$ cat src/rtl/adder_rv_arbiter.sv
// adder_rv_arbiter: round-robin front end that shares one in-order ready/valid
// adder among N requesters. The requester ID of each issued operation is kept
// in a tag FIFO so that every adder result is steered back to its owner.
module adder_rv_arbiter #(
  parameter int W = 32,
  parameter int N = 4,
  parameter int D = 4
) (
  input  logic                 clk,
  input  logic                 rst,
  input  logic [N-1:0]         req_valid,
  output logic [N-1:0]         req_ready,
  input  logic [N*W-1:0]       req_a,
  input  logic [N*W-1:0]       req_b,
  output logic [N-1:0]         rsp_valid,
  input  logic [N-1:0]         rsp_ready,
  output logic [N*W-1:0]       rsp_sum,
  output logic                 add_in_valid,
  input  logic                 add_in_ready,
  output logic [W-1:0]         add_in_a,
  output logic [W-1:0]         add_in_b,
  input  logic                 add_out_valid,
  output logic                 add_out_ready,
  input  logic [W-1:0]         add_out_sum,
  output logic [$clog2(D):0]   outstanding,
  output logic                 err_orphan
);

  localparam int IW = $clog2(N);
  localparam int PW = $clog2(D);

  logic [IW-1:0] rr_ptr;
  logic [IW-1:0] winner;
  logic [IW-1:0] head;
  logic [IW-1:0] tag_mem [D];
  logic [PW-1:0] wr_ptr;
  logic [PW-1:0] rd_ptr;
  logic [PW:0]   count;
  logic          tag_full;
  logic          tag_empty;
  logic          issue;
  logic          pop;

  // Round-robin search: scan from the highest offset down so the last hit is
  // the first valid requester at or after rr_ptr.
  always_comb begin
    int idx;
    idx    = 0;
    winner = rr_ptr;
    for (int k = N - 1; k >= 0; k--) begin
      idx = int'(rr_ptr) + k;
      if (idx >= N) idx = idx - N;
      if (req_valid[idx]) winner = IW'(idx);
    end
  end

  assign tag_full  = (count == (PW + 1)'(D));
  assign tag_empty = (count == '0);

  // Issue side never looks at add_in_ready, and a full tag FIFO blocks issue
  // even when a pop happens in the same cycle, so no rsp->req combinational path.
  assign add_in_valid = !rst && (|req_valid) && !tag_full;
  assign add_in_a     = req_a[int'(winner)*W +: W];
  assign add_in_b     = req_b[int'(winner)*W +: W];
  assign issue        = add_in_valid && add_in_ready;

  // One-hot accept to the granted requester on an actual issue.
  always_comb begin
    req_ready = '0;
    if (issue) req_ready[winner] = 1'b1;
  end

  assign head          = tag_mem[rd_ptr];
  assign add_out_ready = !rst && !tag_empty && rsp_ready[head];
  assign pop           = add_out_valid && add_out_ready;
  assign rsp_sum       = {N{add_out_sum}};
  assign outstanding   = count;

  // Return path: only the owner of the head tag sees the result as valid.
  always_comb begin
    rsp_valid = '0;
    if (!rst && add_out_valid && !tag_empty) rsp_valid[head] = 1'b1;
  end

  // Arbitration pointer, tag FIFO pointers/occupancy and the sticky orphan flag.
  always_ff @(posedge clk) begin
    if (rst) begin
      rr_ptr     <= '0;
      wr_ptr     <= '0;
      rd_ptr     <= '0;
      count      <= '0;
      err_orphan <= 1'b0;
    end else begin
      if (issue) begin
        rr_ptr <= (winner == IW'(N - 1)) ? '0 : winner + 1'b1;
        wr_ptr <= wr_ptr + 1'b1;
      end
      if (pop) rd_ptr <= rd_ptr + 1'b1;
      case ({issue, pop})
        2'b10:   count <= count + 1'b1;
        2'b01:   count <= count - 1'b1;
        default: count <= count;
      endcase
      if (add_out_valid && tag_empty) err_orphan <= 1'b1;
    end
  end

  // Tag storage needs no reset; entries are only read while occupancy covers them.
  always_ff @(posedge clk) begin
    if (issue) tag_mem[wr_ptr] <= winner;
  end

endmodule

$ cat config.mk
export PLATFORM = sky130hd
export DESIGN_NAME = adder_rv_arbiter
export DESIGN_NICKNAME = d
export VERILOG_FILES = /design/src/rtl/adder_rv_arbiter.sv
export SDC_FILE = /design/constraint.sdc
export NUM_CORES = 1
export LEC_CHECK = 0
export ABC_AREA = 1
export CAP_MARGIN = 5
export CORE_AREA = 2 2 194 196
export CTS_CLUSTER_SIZE = 20
export DETAILED_ROUTE_END_ITERATION = 7
export DIE_AREA = 0 0 196 198
export GPL_TIMING_DRIVEN = 1
export HOLD_SLACK_MARGIN = 0.08
export PLACE_DENSITY_LB_ADDON = 0.12
export SLEW_MARGIN = 20
export SYNTH_ARGS = -nofsm -noshare
export SYNTH_HDL_FRONTEND = slang
export SYNTH_SLANG_ARGS = --single-unit
$ cat constraint.sdc
create_clock -name clk -period 2.1 [get_ports clk]
set_input_delay 0.42 -clock clk [delete_from_list [all_inputs] [get_ports clk]]
set_output_delay 0.42 -clock clk [all_outputs]
set_load 0.005 [all_outputs]
# Word level (Yosys, flattened, before mapping)
# Memory sizes are Yosys's and may differ from the RTL's. A register that Yosys moved wholly into a read port is not among the register bits.
# Cells that the tools add are included.
# Widths: inputs -> output; s select.
# totals
reg_bits	10
mem_bits_rw	8
mem_count	1
# memory_table
memory	words	word_bits	rd	rd_ports_with_merged_regs	write_ports	line_no	source
tag_mem	4	2	1	1	1	35	logic [IW-1:0] tag_mem [D];
# op_classes
addsub	12
order_cmp	12
eq_ne	4
n_shift	2
n_mux	34
n_reduce_logical	17
# ops
op	n
$shiftx 128x8->32	2
$lt 32x4->1 const B	4
$mux 32	4
$mux 2	7
$mux 1	13
$sub 3x3->4 const B	3
$logic_and 1x1->1	11
$bmux 1 s2	5
$ge 3x3->1 const B	3
$mux 4	2
$add 2x1->2 const B	3
$add 2x2->3 const B	2
$lt 2x3->1 const B	2
$pmux 3 s2	1
$demux 1 s2	2
$eq 2x2->1 const B	2
$ge 2x1->1 const B	2
$reduce_or 4->1	1
$sub 2x3->4 const B	1
$add 2x1->3 const B	1
$add 3x1->3 const B	1
$eq 3x3->1 const B	1
$ge 2x3->1 const B	1
$logic_not 1->1	3
4 further kinds	4

# Longest topological paths before layout
# logic_depth
depth_word	15
depth_mapped	17
ltp_nobuf	17

# Worst setup path before layout
# OpenSTA, ideal clock, no wires.
# synth_timing
kind	flip-flop to flip-flop
from	register with a tool-made name
to	register count[2] (netlist: outstanding[2])
setup_ps	122
arrival_time_ps	2220
required_time_ps	1978
slack_ps	-242
path_stages_with_launch	17
n_path_buf	0
cell_sequence	dfxtp_1 -> inv_2 -> or2_2 -> nand2_1 -> nand2_1 -> nand2_1 -> nor2_1 -> nor2_2 -> nand3_1 -> inv_1 -> ha_1 -> inv_1 -> fa_1 -> a21oi_1 -> o21ai_0 -> o21ai_0 -> a21oi_1
# synth_rtl
element	line_no	source
end signal, assigned	100	2'b10: count <= count + 1'b1;
end signal, assigned	101	2'b01: count <= count - 1'b1;
end signal, assigned	102	default: count <= count;
end, declared	38	logic [PW:0] count;

# Worst setup path in the final report
# layout_timing
from	register rr_ptr[0]
to	output port add_in_a[7]
# layout_between
elab_chain_len	11
word_cells_on_any_way	32
cone_classes	add/sub (7); order compare (4); shift (1); mux (20)
# layout_lines
element	line_no	source
start, declared	32	logic [IW-1:0] rr_ptr;
start signal, assigned	95	rr_ptr <= (winner == IW'(N - 1)) ? '0 : winner + 1'b1;
$add 2x2->3	51	idx = int'(rr_ptr) + k;
$sub 3x3->4 or $ge 3x3->1 (tied branches)	52	if (idx >= N) idx = idx - N;
$mux 32	52	
$bmux 1 s2	53	if (req_valid[idx]) winner = IW'(idx);
$mux 1 (not written as such) (2 in a row)	53	
$mux 2 (3 in a row)	53	
$mux 2 *	53	
$shiftx 128x8->32 *	63	assign add_in_a = req_a[int'(winner)*W +: W];
end, declared	20	output logic [W-1:0] add_in_a,
# Mark *: on every way between the ends. The rest lies on a longest branch, timed or not. The select of a mux whose other input is x is not followed.

==> impl_metrics.tcl <==
set metrics [dict create \
    critPathMaxFanout 8 \
    end_kind "primary output" \
    firstDrtPassIters 4 \
    numPortBuffers 345 \
    crit_arrival_ps 2360 \
    first_global_vias 7101 \
    clkSinkCount 20 \
    gr-total-overflow 0 \
    die_x_um 196 \
    yosys_warnings 0 \
    routedWlPerCell_um 15.5 \
    skew_ps 2.01 \
    cts_max_level 1 \
    p_per_area_mw_per_mm2 563 \
    cp_slowest_cell "dfxtp_4" \
    ioPinCount 506 \
    cp.required_ps 1680 \
    clockBufferDepth 2 \
    cts_tree "built" \
    synthesis.instances 1069 \
    worstSetupPathType "reg2out" \
    drt_iter0_markers 200 \
    vias 7091 \
    violations "negative setup slack" \
    coreArea_mm2 0.0370 \
    antenna_found_initial 1 \
    setup_violations 72 \
    layout_commonest_cell "inv_1" \
    place_area_mm2 0.00934 \
    ant_nets 0 \
    post-route-util_pct 28.6 \
    synth_fp_nets 1379 \
    max-vdd-ir-drop_mv 0.203 \
    initial_core_util_pct 14.9 \
    vias_per_cell 3.82 \
    rows 71 \
    ys_ff_latch 20 \
    worst_hold_path_type "reg2reg" \
    fin_crit_ps 2780 \
    final_cell_mix "inv_1, clkdlybuf4s50_1, nand3_1, nand2_1, buf_4" \
    grt_pass1_wl_um 41000 \
    drv_slew 0 \
    path_cells "buf_6 > inv_8 > nand2_1 > nand2_1 > nand2_1 > nand2_1 > inv_2 > nand3_2 > nand2_2 > buf_6 > a21boi_4 > buf_6 > buf_12 > buf_8 > buf_6 > nand3_2 > nand2_1 > buf_2" \
    slew_headroom_pct 84.7 \
    hold_viol_final 0 \
    p_leak_nw 5.67 \
    grt_usage_pct 13.6 \
    drc_errors 0 \
    cpMostUsedCell "nand2_1" \
    max_freq_ghz 0.360 \
    cp-start-kind "register" \
    grt_max_degree 31 \
    critPathMaxStageDelay_ps 340 \
    layout.nets 1692 \
    finalWorstSetupSlack_ps -680 \
    cts_buffers 3 \
    hold_buffers 0 \
    fillerInstances 4187 \
    fin_area_mm2 0.0106 \
    synth_area_mm2 0.00549 \
    clk_latency_ps 250 \
    syn_area_per_cell_um2 5.14 \
    die_h_um 198 \
    dieArea_mm2 0.0388 \
    rsz0062_at_grt "yes" \
    final.setup.tns_ps -38620 \
    gp_congestion 0.820 \
    drt_wl_total_um 28800 \
    drive_gt1_share_pct 26.9 \
    clkTransAtPathRegs_ps 60 \
    max_slew.worst_pin.slew_ps 227 \
    seq_area_frac_synth_pct 8.75 \
    syn_to_final_growth_pct 92.8 \
    drv_cap 0 \
    ys_types 28 \
    dp_hpwl_um 22200 \
    period_share_pct 132 \
    status "finished, violations left" \
    cts_root_buf "clkbuf_16" \
]
## stage by stage
step	hold slack (ps)	setup WS (ps)	total power, mW	std cells
5_1_grt	479	-801	6.51	1856
6_report	446	-680	5.97	1856
2_1_floorplan	441	-36.1	2.40	1069
4_1_cts	449	-682	5.50	1823
3_3_place_gp	441	-1150	4.85	1793
3_5_place_dp	439	-1170	4.82	1793
## layer usage
metal | up-vias | global-route usage, % | wire length [um]
li1 | 3680 | - | -
met1 | 3126 | 17.0 | 12500
met2 | 267 | 23.1 | 13700
met3 | 18 | 4.53 | 2280
met4 | 0 | 1.68 | 310
met5 | - | 0 | 0
## logic make-up (layout without fill, tap and decap cells)
family,Yosys count,count (layout),share of synthesized area [%]
and+or+nand+nor,541,541,43.7
xor gates and xnor gates,1,1,0.159
other,0,1,0
AOI/OAI and AO/OA,20,20,1.98
buffers and inverters,477,789,43.0
adders and majority gates,10,10,2.41
DFF,20,20,8.75
## final cells by class
cell class	count	area, um2	share of cell area, %
Inverter	291	1110	10.5
Timing Repair Buffer	494	5020	47.4
Clock buffer	3	75.1	0.709
Multi-Input combinational cell	572	3290	31.1
Sequential cell	20	494	4.67
Clock inverter	1	3.75	0.0355
Tap cell	474	593	5.60
Antenna cell	1	2.50	0.0236
## sequential cells by signal (all words and copies together), names as in the netlist, named ones only
name / count
rr_ptr: 2
wr_ptr: 2
outstanding: 3
tag_mem: 8
err_orphan: 1
rd_ptr: 2
## power breakdown
| group | internal [mW] | switching (mW) | total, mW |
|---|---|---|---|
| logic | 2.75 | 2.38 | 5.12 |
| registers | 0.436 | 0.0163 | 0.452 |
| clock network | 0.254 | 0.139 | 0.392 |
| total | 3.43 | 2.53 | 5.97 |
## what timing repair did
item	4_1_cts	5_1_grt
cloned	6	4
resized for setup	242	241
pin swaps	22	62
setup buffers	22	29
endpoints found under the hold margin	0	0
endpoints found under the setup margin	79	79
## worst paths after layout
path,cells past startpoint,from,endpoint,slack (ps)
hold / removal,2,err_orphan,err_orphan,450
setup / recovery,18,rr_ptr[0],add_in_a[7],-680
setup reg to reg,19,rr_ptr[0],rr_ptr[0],-210
hold reg to reg,2,err_orphan,err_orphan,450
## critical path, delay by kind of cell (launching register included)
family / cells / cell delay [ps]
buffers and inverters: 9 / 1000
and+or+nand+nor: 8 / 550
DFF: 1 / 340
AOI/OAI and AO/OA: 1 / 200
## Yosys cell counts, drive strengths merged
master	instances	area share (%)
dfxtp	12	4.4
ha	9	2.1
o21ai	8	0.73
edfxtp	8	4.4
o211ai	1	0.14
inv	291	20
nand2	243	17
a21boi	1	0.20
fa	1	0.36
buf	183	23
nor2	22	1.5
xor2	1	0.16
clkbuf	3	0.20
nand4	3	0.34
nor3	4	0.36
nand3	266	24
a21oi	10	0.91
or2	2	0.23
and3	1	0.11
(Power assumes the default switching activity.)
